`src/rtl/fetch_align_ctrl.sv`:
```
// rtl/fetch_align_ctrl.sv - RV32IC fetch sequencer and 16/32-bit instruction realigner
//
// Purpose: owns the fetch PC, drives word reads to a 1-cycle-latency imem and
// turns the returned words into one instruction per cycle for decode, including
// 32-bit instructions that straddle a word boundary.
//
// Configuration macro: RVC_ALIGN_EN
//   defined   - compressed (16-bit) instructions and halfword-aligned PCs supported
//   undefined - every instruction is 32-bit and word aligned; instr_comp tied 0
//
// Ports:
//   clk, reset     clock, synchronous active-high reset
//   stall          decode cannot accept; fetch state and outputs are frozen
//   jmp, jmp_pc    redirect to jmp_pc (wins over stall), bit0 ignored
//   mem_addr       word address to imem (bits[1:0]=0)
//   mem_rdata      imem data for last cycle's mem_addr
//   instr          instruction (compressed in [15:0], upper half zero)
//   instr_pc       PC of instr
//   instr_comp     instr is a 16-bit instruction
//   valid          instr/instr_pc/instr_comp meaningful this cycle
module fetch_align_ctrl #(
  parameter logic [31:0] RESET_PC = 32'h0000_0000
) (
  input  logic        clk,
  input  logic        reset,
  input  logic        stall,
  input  logic        jmp,
  input  logic [31:0] jmp_pc,
  output logic [31:0] mem_addr,
  input  logic [31:0] mem_rdata,
  output logic [31:0] instr,
  output logic [31:0] instr_pc,
  output logic        instr_comp,
  output logic        valid
);

  localparam logic [1:0] S_BOOT  = 2'd0;
  localparam logic [1:0] S_LO    = 2'd1;  // instruction starts at mem_rdata[15:0]
`ifdef RVC_ALIGN_EN
  localparam logic [1:0] S_HI    = 2'd2;  // instruction starts at mem_rdata[31:16]
  localparam logic [1:0] S_SPLIT = 2'd3;  // upper half of a straddling 32-bit instr
  localparam logic [31:0] BOOT_PC    = {RESET_PC[31:1], 1'b0};
  localparam logic [1:0]  BOOT_STATE = BOOT_PC[1] ? S_HI : S_LO;
`else
  localparam logic [31:0] BOOT_PC    = {RESET_PC[31:2], 2'b00};
  localparam logic [1:0]  BOOT_STATE = S_LO;
`endif
  localparam logic [31:0] BOOT_WORD = {RESET_PC[31:2], 2'b00};

  logic [1:0]  state, state_nxt, adv_state, jmp_state;
  logic [31:0] pc, pc_nxt, adv_pc, jmp_target;
  logic [31:0] cur_addr, adv_addr;
  logic        emit;
  logic [31:0] emit_instr;

`ifdef RVC_ALIGN_EN
  logic [15:0] hbuf;
  logic        hbuf_ld;
  logic        emit_comp;
  logic        unused_jmp_bits;

  function automatic logic is_comp(input logic [15:0] h);
    return h[1:0] != 2'b11;
  endfunction

  assign jmp_target      = {jmp_pc[31:1], 1'b0};
  assign jmp_state       = jmp_pc[1] ? S_HI : S_LO;
  assign unused_jmp_bits = jmp_pc[0];
`else
  logic        unused_jmp_bits;

  assign jmp_target      = {jmp_pc[31:2], 2'b00};
  assign jmp_state       = S_LO;
  assign unused_jmp_bits = ^jmp_pc[1:0];
`endif

  // What each state does when free to advance (no jmp, no stall).
  always_comb begin
    adv_state  = state;
    adv_pc     = pc;
    adv_addr   = cur_addr;
    emit       = 1'b0;
    emit_instr = 32'h0;
`ifdef RVC_ALIGN_EN
    emit_comp  = 1'b0;
    hbuf_ld    = 1'b0;
`endif
    case (state)
      S_BOOT: begin
        adv_state = BOOT_STATE;
        adv_pc    = BOOT_PC;
        adv_addr  = BOOT_WORD;
      end
      S_LO: begin
        emit = 1'b1;
`ifdef RVC_ALIGN_EN
        if (is_comp(mem_rdata[15:0])) begin
          // Upper half of this word still holds the next instruction: re-read it.
          emit_instr = {16'h0, mem_rdata[15:0]};
          emit_comp  = 1'b1;
          adv_pc     = pc + 32'd2;
          adv_state  = S_HI;
        end else
`endif
        begin
          emit_instr = mem_rdata;
          adv_pc     = pc + 32'd4;
          adv_addr   = cur_addr + 32'd4;
        end
      end
`ifdef RVC_ALIGN_EN
      S_HI: begin
        adv_addr = cur_addr + 32'd4;
        if (is_comp(mem_rdata[31:16])) begin
          emit       = 1'b1;
          emit_instr = {16'h0, mem_rdata[31:16]};
          emit_comp  = 1'b1;
          adv_pc     = pc + 32'd2;
          adv_state  = S_LO;
        end else begin
          // Straddling 32-bit instruction: park the low half, fetch the rest.
          hbuf_ld   = 1'b1;
          adv_state = S_SPLIT;
        end
      end
      S_SPLIT: begin
        emit       = 1'b1;
        emit_instr = {mem_rdata[15:0], hbuf};
        adv_pc     = pc + 32'd4;
        adv_state  = S_HI;  // the word just read continues at its upper half
      end
`endif
      default: begin
        adv_state = S_BOOT;
      end
    endcase
  end

  // Redirect beats stall beats advance. A stall re-reads cur_addr so that
  // mem_rdata, and with it every output, is identical next cycle.
  always_comb begin
    state_nxt = state;
    pc_nxt    = pc;
    mem_addr  = cur_addr;
    if (jmp) begin
      state_nxt = jmp_state;
      pc_nxt    = jmp_target;
      mem_addr  = {jmp_pc[31:2], 2'b00};
    end else if (!stall) begin
      state_nxt = adv_state;
      pc_nxt    = adv_pc;
      mem_addr  = adv_addr;
    end
  end

  // cur_addr resets to the boot word so a stall in BOOT keeps reading it.
  always_ff @(posedge clk) begin
    if (reset) begin
      state    <= S_BOOT;
      pc       <= BOOT_PC;
      cur_addr <= BOOT_WORD;
    end else begin
      state    <= state_nxt;
      pc       <= pc_nxt;
      cur_addr <= mem_addr;
    end
  end

`ifdef RVC_ALIGN_EN
  always_ff @(posedge clk) begin
    if (reset) begin
      hbuf <= 16'h0;
    end else if (!jmp && !stall && hbuf_ld) begin
      hbuf <= mem_rdata[31:16];
    end
  end
`endif

  assign valid    = emit & ~jmp & ~reset;
  assign instr    = valid ? emit_instr : 32'h0;
  assign instr_pc = valid ? pc : 32'h0;
`ifdef RVC_ALIGN_EN
  assign instr_comp = valid & emit_comp;
`else
  assign instr_comp = 1'b0;
`endif

endmodule

```
`config.mk`:
```
export PLATFORM = sky130hd
export DESIGN_NAME = fetch_align_ctrl
export DESIGN_NICKNAME = d
export VERILOG_FILES = /design/src/rtl/fetch_align_ctrl.sv
export SDC_FILE = /design/constraint.sdc
export NUM_CORES = 1
export LEC_CHECK = 0
export CORE_MARGIN = 2
export CORE_UTILIZATION = 43
export DETAILED_ROUTE_END_ITERATION = 7
export MAX_ROUTING_LAYER = met4
export PLACE_DENSITY = 0.84
export REMOVE_ABC_BUFFERS = 1
export SETUP_SLACK_MARGIN = 0.5
export SYNTH_ARGS = -nofsm -noshare
export SYNTH_HDL_FRONTEND = slang
export SYNTH_SLANG_ARGS = --single-unit
```
`constraint.sdc`:
```
create_clock -name clk -period 2.81 [get_ports clk]
set_input_delay 0.281 -clock clk [delete_from_list [all_inputs] [get_ports clk]]
set_output_delay 0.281 -clock clk [all_outputs]
set_load 0.01 [all_outputs]
```
==> impl_metrics.sql, run 1 <==
INSERT INTO impl_metrics (metric_group, metric, value, unit) VALUES
('placed_design', 'gp_congestion', '0.981', ''),
('clock_network', 'cts_num_sinks', '65', ''),
('placed_design', 'buffer_ports.inserted', '162', ''),
('sta', 'fmax', '396', 'MHz'),
('setup_path', 'critical_path_arrival', '2240', 'ps'),
('setup_path', 'critical_path_source_type', 'flop', ''),
('synth', 'yosys.cell_types.count', '61', ''),
('synth', 'synthCells', '687', ''),
('setup_path', 'crit_chain', 'ha_4 > nand4b_1 > buf_4 > or4_4 > or4_1 > nand3_1 > buf_2', ''),
('finish', 'syn_to_final_growth', '61.5', '%'),
('sta', 'post-route-period-util', '89.8', '%'),
('synth', 'ys_warn_count', '0', ''),
('synth', 'synth_seq_cells', '65', ''),
('sta', 'rsz0062_at_grt', 'true', ''),
('setup_path', 'crit_required', '2530', 'ps'),
('power', 'irDropWorstVdd', '0.332', 'mV'),
('synth', 'yosysTopAreaCell', 'sky130_fd_sc_hd__dfxtp_1', ''),
('placed_design', 'place_inst', '993', ''),
('clock_network', 'cts_max_level', '3', ''),
('global_routing', 'grt_overflow_total', '0', ''),
('die', 'core', '11400', 'um^2'),
('setup_path', 'delay_of_the_slowest_critical_path_stage', '420', 'ps'),
('drt', 'wl_per_cell', '20.8', 'um'),
('global_routing', 'number_of_global_route_vias_before_repair', '6335', ''),
('global_routing', 'grt_max_degree', '66', ''),
('drt', 'vias', '6863', ''),
('sta', 'tightestPinTransition', '1060', 'ps'),
('setup_path', 'r2r.worst_path.cells', '13', ''),
('finish', 'post_layout_nonfiller_instances', '1050', ''),
('finish', 'final_net_count', '976', ''),
('global_routing', 'globalRouteTotalUtil', '32.1', '%'),
('hold_path', 'hold-path-endpoint', 'cur_addr[0]', ''),
('setup_path', 'cp_max_fo', '3', ''),
('clock_network', 'cts_tree', 'done', ''),
('synth', 'yosysSeqAreaShare', '25.9', '%'),
('synth', 'synth_commonest_cells', 'sky130_fd_sc_hd__and2_1 (77), sky130_fd_sc_hd__dfxtp_1 (65), sky130_fd_sc_hd__nand2_1 (63)', ''),
('die', 'rows', '39', ''),
('setup_path', 'critical-path-slowest-cell', 'sky130_fd_sc_hd__or4_4', ''),
('power', 'power_frac_seq', '39.9', '%'),
('power', 'pwr-share-clk', '36.7', '%'),
('clock_network', 'clk_transition_reported_paths', '50', 'ps'),
('power', 'switching_share', '30.1', '%'),
('synth', 'netlist_area', '5020', 'um^2'),
('setup_path', 'critPathCaptureType', 'output pin', ''),
('clock_network', 'clock_insertion_delay_worst_skew', '330', 'ps'),
('synth', 'post_synth_main_area_contributors', 'sky130_fd_sc_hd__dfxtp_1 (26%), sky130_fd_sc_hd__and2_1 (9.6%), sky130_fd_sc_hd__o211ai_1 (5.2%)', ''),
('hold_path', 'hp_start', 'cur_addr[0]', ''),
('clock_network', 'tritoncts.num_buffers', '9', ''),
('power', 'cellLeakagePower', '3.62', 'nW'),
('run_status', 'run_status', 'completed', ''),
('die', 'io-pin-count', '166', ''),
('synth', 'ys.flop_type', 'sky130_fd_sc_hd__dfxtp_1', ''),
('placed_design', 'detailed_place_hpwl', '13900', 'um'),
('drt', 'dr.first_iter.drc_count', '898', ''),
('setup_path', 'worst_setup_path_type', 'reg2out', ''),
('die', 'die_height', '112', 'um'),
('setup_path', 'critPathBufInv', '2', ''),
('die', 'start_util', '43.9', '%'),
('synth', 'synth_edf_count', '0', ''),
('setup_path', 'ff2ff_setup_slack', '460', 'ps'),
('drt', 'routed_wirelength', '21900', 'um'),
('power', 'pwr-share-comb', '23.4', '%'),
('job', 'max-cap-violations', '0', ''),
('synth', 'synth_top_area_share', '25.9', '%'),
('global_routing', 'grt_first_pass_wirelength', '32100', 'um'),
('die', 'floorplan.die_area', '12500', 'um^2'),
('setup_path', 'worstReg2RegEnd', 'cur_addr[21]', ''),
('die', 'fp.dieW', '112', 'um'),
('setup_path', 'critical_path.reg2reg.startpoint', 'cur_addr[6]', ''),
('placed_design', 'postPlaceCellArea', '7100', 'um^2'),
('sta', 'maxSlewHeadroom', '28.1', '%');
-- flip-flops by register name, indices dropped and copies added (netlist names) --
signal	flops
pc	32
cur_addr	32
state	1
-- how the worst max path moves through the flow --
stage	startpoint	endpoint	slack [ps]	cells past startpoint
floorplan	state[0]	pc[17]	-780	4
global placement	stall	mem_addr[28]	-280	7
detailed placement	stall	mem_addr[26]	-310	7
CTS	cur_addr[3]	mem_addr[26]	240	7
global route	cur_addr[3]	mem_addr[14]	230	7
finish	cur_addr[3]	mem_addr[28]	290	7
-- power groups by stage --
stage	combinational, mW	sequential (mW)	clock, mW
6_report	0.625	1.06	0.979
5_1_grt	0.660	1.07	1.02
4_1_cts	0.572	1.06	0.990
3_5_place_dp	0.571	1.07	0
3_3_place_gp	0.561	1.07	0
2_1_floorplan	0.224	1.05	0
-- per-layer routing --
metal | GRT usage [%] | share of wire (%) | up-vias
li1 | - | - | 3041
met1 | 40.9 | 38 | 3219
met2 | 50.3 | 47 | 497
met3 | 7.24 | 11 | 106
met4 | 11.4 | 3.8 | 0
met5 | - | 0 | -
-- worst register-to-register path, stage by stage, from the launching register on --
cell and delay (ps):
sky130_fd_sc_hd__dfxtp_2 380, sky130_fd_sc_hd__nand2_4 110, sky130_fd_sc_hd__or4_4 550, sky130_fd_sc_hd__buf_6 150, sky130_fd_sc_hd__o211ai_1 240, sky130_fd_sc_hd__buf_4 170, sky130_fd_sc_hd__buf_6 80, sky130_fd_sc_hd__buf_6 80
sky130_fd_sc_hd__buf_6 80, sky130_fd_sc_hd__buf_6 80, sky130_fd_sc_hd__buf_6 80, sky130_fd_sc_hd__buf_6 80, sky130_fd_sc_hd__buf_6 70, sky130_fd_sc_hd__a31oi_1 70
-- cell type report --
class / instances / area [um^2]
Fill cell: 865 / 3320
Clock buffer: 10 / 229
Inverter: 10 / 37.5
Sequential cell: 65 / 1350
Tap cell: 143 / 179
Timing Repair Buffer: 270 / 2600
Multi-Input combinational cell: 550 / 3700
Clock inverter: 2 / 10.0
-- per-stage QoR --
stage	worst slack (ps)	hold slack (ps)	power, mW	TNS, ps	utilization, %
6_report	286	479	2.67	0	71.0
5_1_grt	235	493	2.75	0	71.0
4_1_cts	242	475	2.62	0	67.0
3_5_place_dp	-310	466	1.65	-2840	62.1
3_3_place_gp	-279	457	1.63	-2110	62.1
2_1_floorplan	-780	350	1.28	-49280	-
-- cell families after synthesis --
logic type,after synthesis,share of synthesized area (%)
mux,1,0.200
fa+ha+maj,2,0.499
other cells,1,0.0748
simple gates,380,43.2
xor+xnor,11,1.92
buf+inv,72,5.59
flops,65,25.9
compound gates,155,22.6
-- placed cells by master, fill, tap and decap left out, types with 6 or more instances in the layout --
cell and count:
sky130_fd_sc_hd__clkdlybuf4s50_1 98, sky130_fd_sc_hd__buf_4 79, sky130_fd_sc_hd__and2_1 77, sky130_fd_sc_hd__nand2_1 61, sky130_fd_sc_hd__dfxtp_1 46, sky130_fd_sc_hd__nand3_1 43
sky130_fd_sc_hd__o211ai_1 35, sky130_fd_sc_hd__dlymetal6s2s_1 33, sky130_fd_sc_hd__nor2_1 27, sky130_fd_sc_hd__nand4_1 24, sky130_fd_sc_hd__nor3_1 23, sky130_fd_sc_hd__buf_6 23
sky130_fd_sc_hd__and3_1 16, sky130_fd_sc_hd__buf_2 16, sky130_fd_sc_hd__a21oi_1 14, sky130_fd_sc_hd__o21ai_0 14, sky130_fd_sc_hd__nor4_1 12, sky130_fd_sc_hd__a32oi_1 12
sky130_fd_sc_hd__or3_1 12, sky130_fd_sc_hd__or4_4 11, sky130_fd_sc_hd__or4_1 11, sky130_fd_sc_hd__nor2b_1 11, sky130_fd_sc_hd__clkbuf_16 11, sky130_fd_sc_hd__inv_1 10
sky130_fd_sc_hd__a31oi_1 10, sky130_fd_sc_hd__dfxtp_4 10, sky130_fd_sc_hd__dfxtp_2 9, sky130_fd_sc_hd__nand4b_1 8, sky130_fd_sc_hd__dlygate4sd2_1 8, sky130_fd_sc_hd__xnor2_1 7
sky130_fd_sc_hd__o22ai_1 6
-- what timing repair did --
item	CTS	global route
setup buffers	23	16
resized for setup	130	104
endpoints found under the setup margin	102	91
gates cloned	1	5
hold buffers	0	0
pin swaps	13	24
No activity file was read; power rests on OpenSTA's default activity.
==> run 2, diff against run 1 <==
- SLEW_MARGIN: default -> 30
==> results of run 2 <==
No change in the layout: final DEF, timing and power equal those of run 1.
